## src/rtl/dmem_arb_pkg.sv

```systemverilog
// Shared types and default sizes for the data-memory arbiter between the CPU
// data port (m0) and the loader/debug port (m1).
package dmem_arb_pkg;

  localparam int DATA_W_DEF     = 32;
  localparam int ADDR_W_DEF     = 32;
  localparam int WE_W_DEF       = 4;
  localparam int MEM_ADDR_W_DEF = 10;

  typedef enum logic [1:0] {
    ST_ARB   = 2'd0,
    ST_LOCK0 = 2'd1,
    ST_LOCK1 = 2'd2
  } arb_state_e;

  typedef enum logic {
    REQ_M0 = 1'b0,
    REQ_M1 = 1'b1
  } req_id_e;

  // Next round-robin pointer: the loser of this grant goes first next time.
  function automatic req_id_e other_req(input req_id_e winner);
    return (winner == REQ_M0) ? REQ_M1 : REQ_M0;
  endfunction

endpackage

```

## src/rtl/dmem_arb_pick.sv

```systemverilog
// Combinational 2-way picker: one-hot grant from two requests, with rr_ptr
// choosing the winner on contention (tie it to REQ_M0 for fixed priority).
module dmem_arb_pick
  import dmem_arb_pkg::*;
(
  input  logic       req0,
  input  logic       req1,
  input  req_id_e    rr_ptr,
  output logic [1:0] gnt
);

  // NOTE: every always_comb output gets a default first so no path leaves it
  // unassigned, which would otherwise infer a latch.
  always_comb begin
    gnt = 2'b00;
    if (req0 && req1) begin
      gnt = (rr_ptr == REQ_M1) ? 2'b10 : 2'b01;
    end else begin
      gnt = {req1, req0};
    end
  end

endmodule

```

## src/rtl/dmem_arbiter.sv

```systemverilog
// Two-requester arbiter for a single-port BRAM with lock support and registered
// read-valid tagging. Define DMEM_ARB_ROUND_ROBIN_EN for round-robin on contention.
module dmem_arbiter
  import dmem_arb_pkg::*;
#(
  parameter int DATA_W     = DATA_W_DEF,
  parameter int ADDR_W     = ADDR_W_DEF,
  parameter int WE_W       = WE_W_DEF,
  parameter int MEM_ADDR_W = MEM_ADDR_W_DEF
) (
  input  logic                  clk,
  input  logic                  reset,
  input  logic                  m0_req,
  input  logic                  m0_lock,
  input  logic [WE_W-1:0]       m0_we,
  input  logic [ADDR_W-1:0]     m0_addr,
  input  logic [DATA_W-1:0]     m0_wdata,
  output logic                  m0_gnt,
  output logic                  m0_rvalid,
  output logic [DATA_W-1:0]     m0_rdata,
  input  logic                  m1_req,
  input  logic                  m1_lock,
  input  logic [WE_W-1:0]       m1_we,
  input  logic [ADDR_W-1:0]     m1_addr,
  input  logic [DATA_W-1:0]     m1_wdata,
  output logic                  m1_gnt,
  output logic                  m1_rvalid,
  output logic [DATA_W-1:0]     m1_rdata,
  output logic [WE_W-1:0]       mem_we_o,
  output logic [MEM_ADDR_W-1:0] mem_addr_o,
  output logic [DATA_W-1:0]     mem_wdata_o,
  input  logic [DATA_W-1:0]     mem_rdata_i
);

  arb_state_e state;
  req_id_e    rr_ptr;
  logic [1:0] pick_gnt;

`ifndef DMEM_ARB_ROUND_ROBIN_EN
  assign rr_ptr = REQ_M0;
`endif

  dmem_arb_pick u_pick (
    .req0   (m0_req),
    .req1   (m1_req),
    .rr_ptr (rr_ptr),
    .gnt    (pick_gnt)
  );

  // Grants are combinational so a requester is accepted in the cycle it asks.
  always_comb begin
    m0_gnt = 1'b0;
    m1_gnt = 1'b0;
    unique case (state)
      ST_ARB:   {m1_gnt, m0_gnt} = pick_gnt;
      ST_LOCK0: m0_gnt = m0_req;
      ST_LOCK1: m1_gnt = m1_req;
      default:  ;
    endcase
    if (!reset) begin
      m0_gnt = 1'b0;
      m1_gnt = 1'b0;
    end
  end

  always_comb begin
    if (m1_gnt) begin
      mem_we_o    = m1_we;
      mem_addr_o  = m1_addr[MEM_ADDR_W+1:2];
      mem_wdata_o = m1_wdata;
    end else begin
      mem_we_o    = m0_gnt ? m0_we : '0;
      mem_addr_o  = m0_addr[MEM_ADDR_W+1:2];
      mem_wdata_o = m0_wdata;
    end
  end

  // Byte offset and bits above the BRAM window are deliberately ignored.
  logic unused_addr_bits;
  assign unused_addr_bits = ^{m0_addr[1:0], m0_addr[ADDR_W-1:MEM_ADDR_W+2],
                              m1_addr[1:0], m1_addr[ADDR_W-1:MEM_ADDR_W+2]};

  assign m0_rdata = mem_rdata_i;
  assign m1_rdata = mem_rdata_i;

  // NOTE: sequential state uses non-blocking assignments so every register
  // samples the pre-edge values, independent of statement order.
  always_ff @(posedge clk or negedge reset) begin
    if (!reset) begin
      state     <= ST_ARB;
      m0_rvalid <= 1'b0;
      m1_rvalid <= 1'b0;
`ifdef DMEM_ARB_ROUND_ROBIN_EN
      rr_ptr    <= REQ_M0;
`endif
    end else begin
      m0_rvalid <= m0_gnt && (m0_we == '0);
      m1_rvalid <= m1_gnt && (m1_we == '0);
      unique case (state)
        ST_ARB: begin
          if (m0_gnt && m0_lock)      state <= ST_LOCK0;
          else if (m1_gnt && m1_lock) state <= ST_LOCK1;
        end
        ST_LOCK0: if (!m0_lock) state <= ST_ARB;
        ST_LOCK1: if (!m1_lock) state <= ST_ARB;
        default:  state <= ST_ARB;
      endcase
`ifdef DMEM_ARB_ROUND_ROBIN_EN
      if (state == ST_ARB && (m0_gnt || m1_gnt)) begin
        rr_ptr <= other_req(m0_gnt ? REQ_M0 : REQ_M1);
      end
`endif
    end
  end

endmodule

```

## config.mk

```make
export PLATFORM = sky130hd
export DESIGN_NAME = dmem_arbiter
export DESIGN_NICKNAME = d
export VERILOG_FILES = /design/src/rtl/dmem_arb_pkg.sv /design/src/rtl/dmem_arb_pick.sv /design/src/rtl/dmem_arbiter.sv
export SDC_FILE = /design/constraint.sdc
export NUM_CORES = 1
export LEC_CHECK = 0
export BUFFER_PORTS_ARGS = -buffer_cell sky130_fd_sc_hd__buf_2
export CORE_AREA = 2 2 113 115
export CTS_BUF_LIST = sky130_fd_sc_hd__clkbuf_4
export CTS_CLUSTER_SIZE = 8
export DETAILED_ROUTE_END_ITERATION = 8
export DIE_AREA = 0 0 115 117
export GPL_ROUTABILITY_DRIVEN = 0
export PLACE_DENSITY = 0.46
export SYNTH_ARGS = -nofsm -noshare
export SYNTH_HDL_FRONTEND = slang
export SYNTH_SLANG_ARGS = --single-unit
```

## constraint.sdc

```tcl
create_clock -name clk -period 3.89 [get_ports clk]
set_input_delay 0.389 -clock clk [delete_from_list [all_inputs] [get_ports clk]]
set_output_delay 0.389 -clock clk [all_outputs]
set_load 0.01 [all_outputs]
```

==> metrics.yaml <==
worstSetupPathType: "input pin to output pin"
tritoncts: "done"
min_path_type: "input pin to flop"
cts_max_level: 1
area.sequential_um2: 100
post_dp_cell_area_mm2: 0.00164
cts_buffer_depth: 2
cts_made_buffers: 3
stdcell_count: 364
p_comb_frac: 0.631
wire_per_inst_um: 10.1
yosysWarnings: 0
arrival_ns: 2.64
io_buffer_count: 147
routed_wl_um: 3670
topRoutingLayerUsed: "met4"
clk-insertion-delay-late_ns: 0.23
drc_errors: 0
cts.sinks: 4
grtUsageTotal: 0.0426
nFillCells: 1415
io_pins: 288
worstMarginPinSlew_ns: 0.787
required_ns: 3.50
synth_area_mm2: 0.00123
cp-end-kind: "output pin"
syn_area_per_cell_um2: 9.33
wl_met1_um: 1080
max_freq_mhz: 330
multi_input_area_um2: 598
syn-num-nets: 306
drt_iter0_markers: 35
dieWidth_um: 115
synth.distinct_cells: 16
wl_met2_um: 2070
fin_nets: 390
final_max_slew_viol_count: 0
dr_wl_met3_um: 484
post-route-period-util: 0.780
status: "completed"
grt_pass1_vias: 1004
final_common_cell: "buf_2"
start_util: 0.100
p_leak_nw: 0.874
clock_skew_ns: 0.00198
viasPerCell: 3.22
drive_gt1_frac: 0.846
clk_pin_slew_ns: 0.03
p_switching_w: 0.0000833
ys_seq_area_frac: 0.0813
post-place-cells: 360
dieArea_mm2: 0.0135
finalSetupViolations: 0
switching_share: 0.329
period_needed_ns: 3.03
setup_tns_ns: 0
syn_to_final_growth_pct: 36.0
final_area_mm2: 0.00167
max-cap-violations: 0
p_per_area_mw_per_mm2: 151
antenna_found_initial: 0
syn_inst: 132
drt_pass1_iterations: 4
pwr-share-clk: 0.192
final_cell_mix: "147 x buf_2, 28 x mux2_2, 14 x mux2_1, 4 x a22o_1, 4 x dfrtp_1"
grt_first_pass_wirelength_um: 4440
post_cts_buffers: 0
ir_worst_vdd_uv: 47.7
p_int_w: 0.000170
seq_power_share: 0.177
num_vias: 1171
slew_headroom: 0.473
synth_seq_cells: 4
core_area_mm2: 0.0123
ant_nets: 0
diodes: 0
grt_max_degree: 35
cp_max_fo: 34
rsz0062_at_grt: "false"
dp_hpwl_um: 3280
fin_util: 0.136
finalHoldViolCount: 0
row_count: 41
cts_root_buffer: "clkbuf_4"
startpoint_type: "input pin"
grt-ovfl-total: 0
die_h_um: 117
-- synthesized netlist by cell type (all sizes together) --
cell type	instances	area (µm²)
nor2b	1	8.76
clkbuf	1	3.75
nor2	1	3.75
mux2	42	473
nor3	1	16.3
and2	2	12.5
buf	69	529
and3b	2	17.5
nand2	1	3.75
nor3b	1	7.51
a22o	4	35.0
nor4	2	12.5
dfrtp	4	100
o21bai	1	7.51
-- layout make-up --
| cell class | count | share of cell area |
|---|---|---|
| Timing Repair Buffer | 149 | 0.457 |
| Multi-Input combinational cell | 58 | 0.357 |
| Tap cell | 150 | 0.112 |
| Sequential cell | 4 | 0.0598 |
| Clock buffer | 3 | 0.0135 |
-- routing by layer --
layer,global-route usage,vias up
met5,0,-
met4,0.0185,0
met3,0.0154,6
met2,0.0902,76
met1,0.0342,540
li1,-,549
-- metrics by stage --
step,setup slack [ns],total power [W],hold slack [ns]
3_3_place_gp,1.36,0.000204,0.207
2_1_floorplan,2.10,0.000188,0.0934
6_report,0.857,0.000253,0.435
3_5_place_dp,1.31,0.000207,0.209
5_1_grt,0.679,0.000276,0.428
4_1_cts,0.780,0.000259,0.431
-- critical path, cell delays in order --
cell	delay, ns
dlygate4sd3_1	0.53
buf_2	0.17
nand2_1	0.11
nor3_4	0.62
buf_12	0.29
mux2_2	0.37
buf_2	0.15
-- cell families after synthesis --
| family | after synthesis | synth area share |
|---|---|---|
| AO/OA/AOI/OAI | 5 | 0.0346 |
| multiplexers | 42 | 0.384 |
| buffers and inverters | 70 | 0.433 |
| AND/OR/NAND/NOR | 11 | 0.0671 |
| flip-flops | 4 | 0.0813 |
-- power groups by stage --
stage / registers, W / logic (W) / clock network, W
2_1_floorplan: 0.0000451 / 0.000143 / 0
3_3_place_gp: 0.0000452 / 0.000159 / 0
3_5_place_dp: 0.0000452 / 0.000161 / 0
4_1_cts: 0.0000447 / 0.000163 / 0.0000515
5_1_grt: 0.0000449 / 0.000175 / 0.0000563
6_report: 0.0000447 / 0.000160 / 0.0000487
-- final timing paths --
check	startpoint	to	slack, ns	cells after the start
max in group asynchronous	reset	m1_rvalid	3.23	2
worst max register to register	state[1]	m1_rvalid	2.27	4
worst max-delay path	reset	mem_wdata_o[31]	0.86	7
worst min-delay path	m1_lock	state[1]	0.43	2
min in group asynchronous	reset	state[0]	0.53	2
worst min register to register	state[1]	state[0]	0.49	1
-- repair_timing --
action,4_1_cts,5_1_grt
resized for setup,0,0
endpoints found under the hold margin,4,0
hold buffers,1,0
-- state kept, by name, summed over array words and instances, names as in the netlist --
name	cells
state	2
m0_rvalid	1
m1_rvalid	1
No activity file was read; power rests on OpenSTA's default activity.
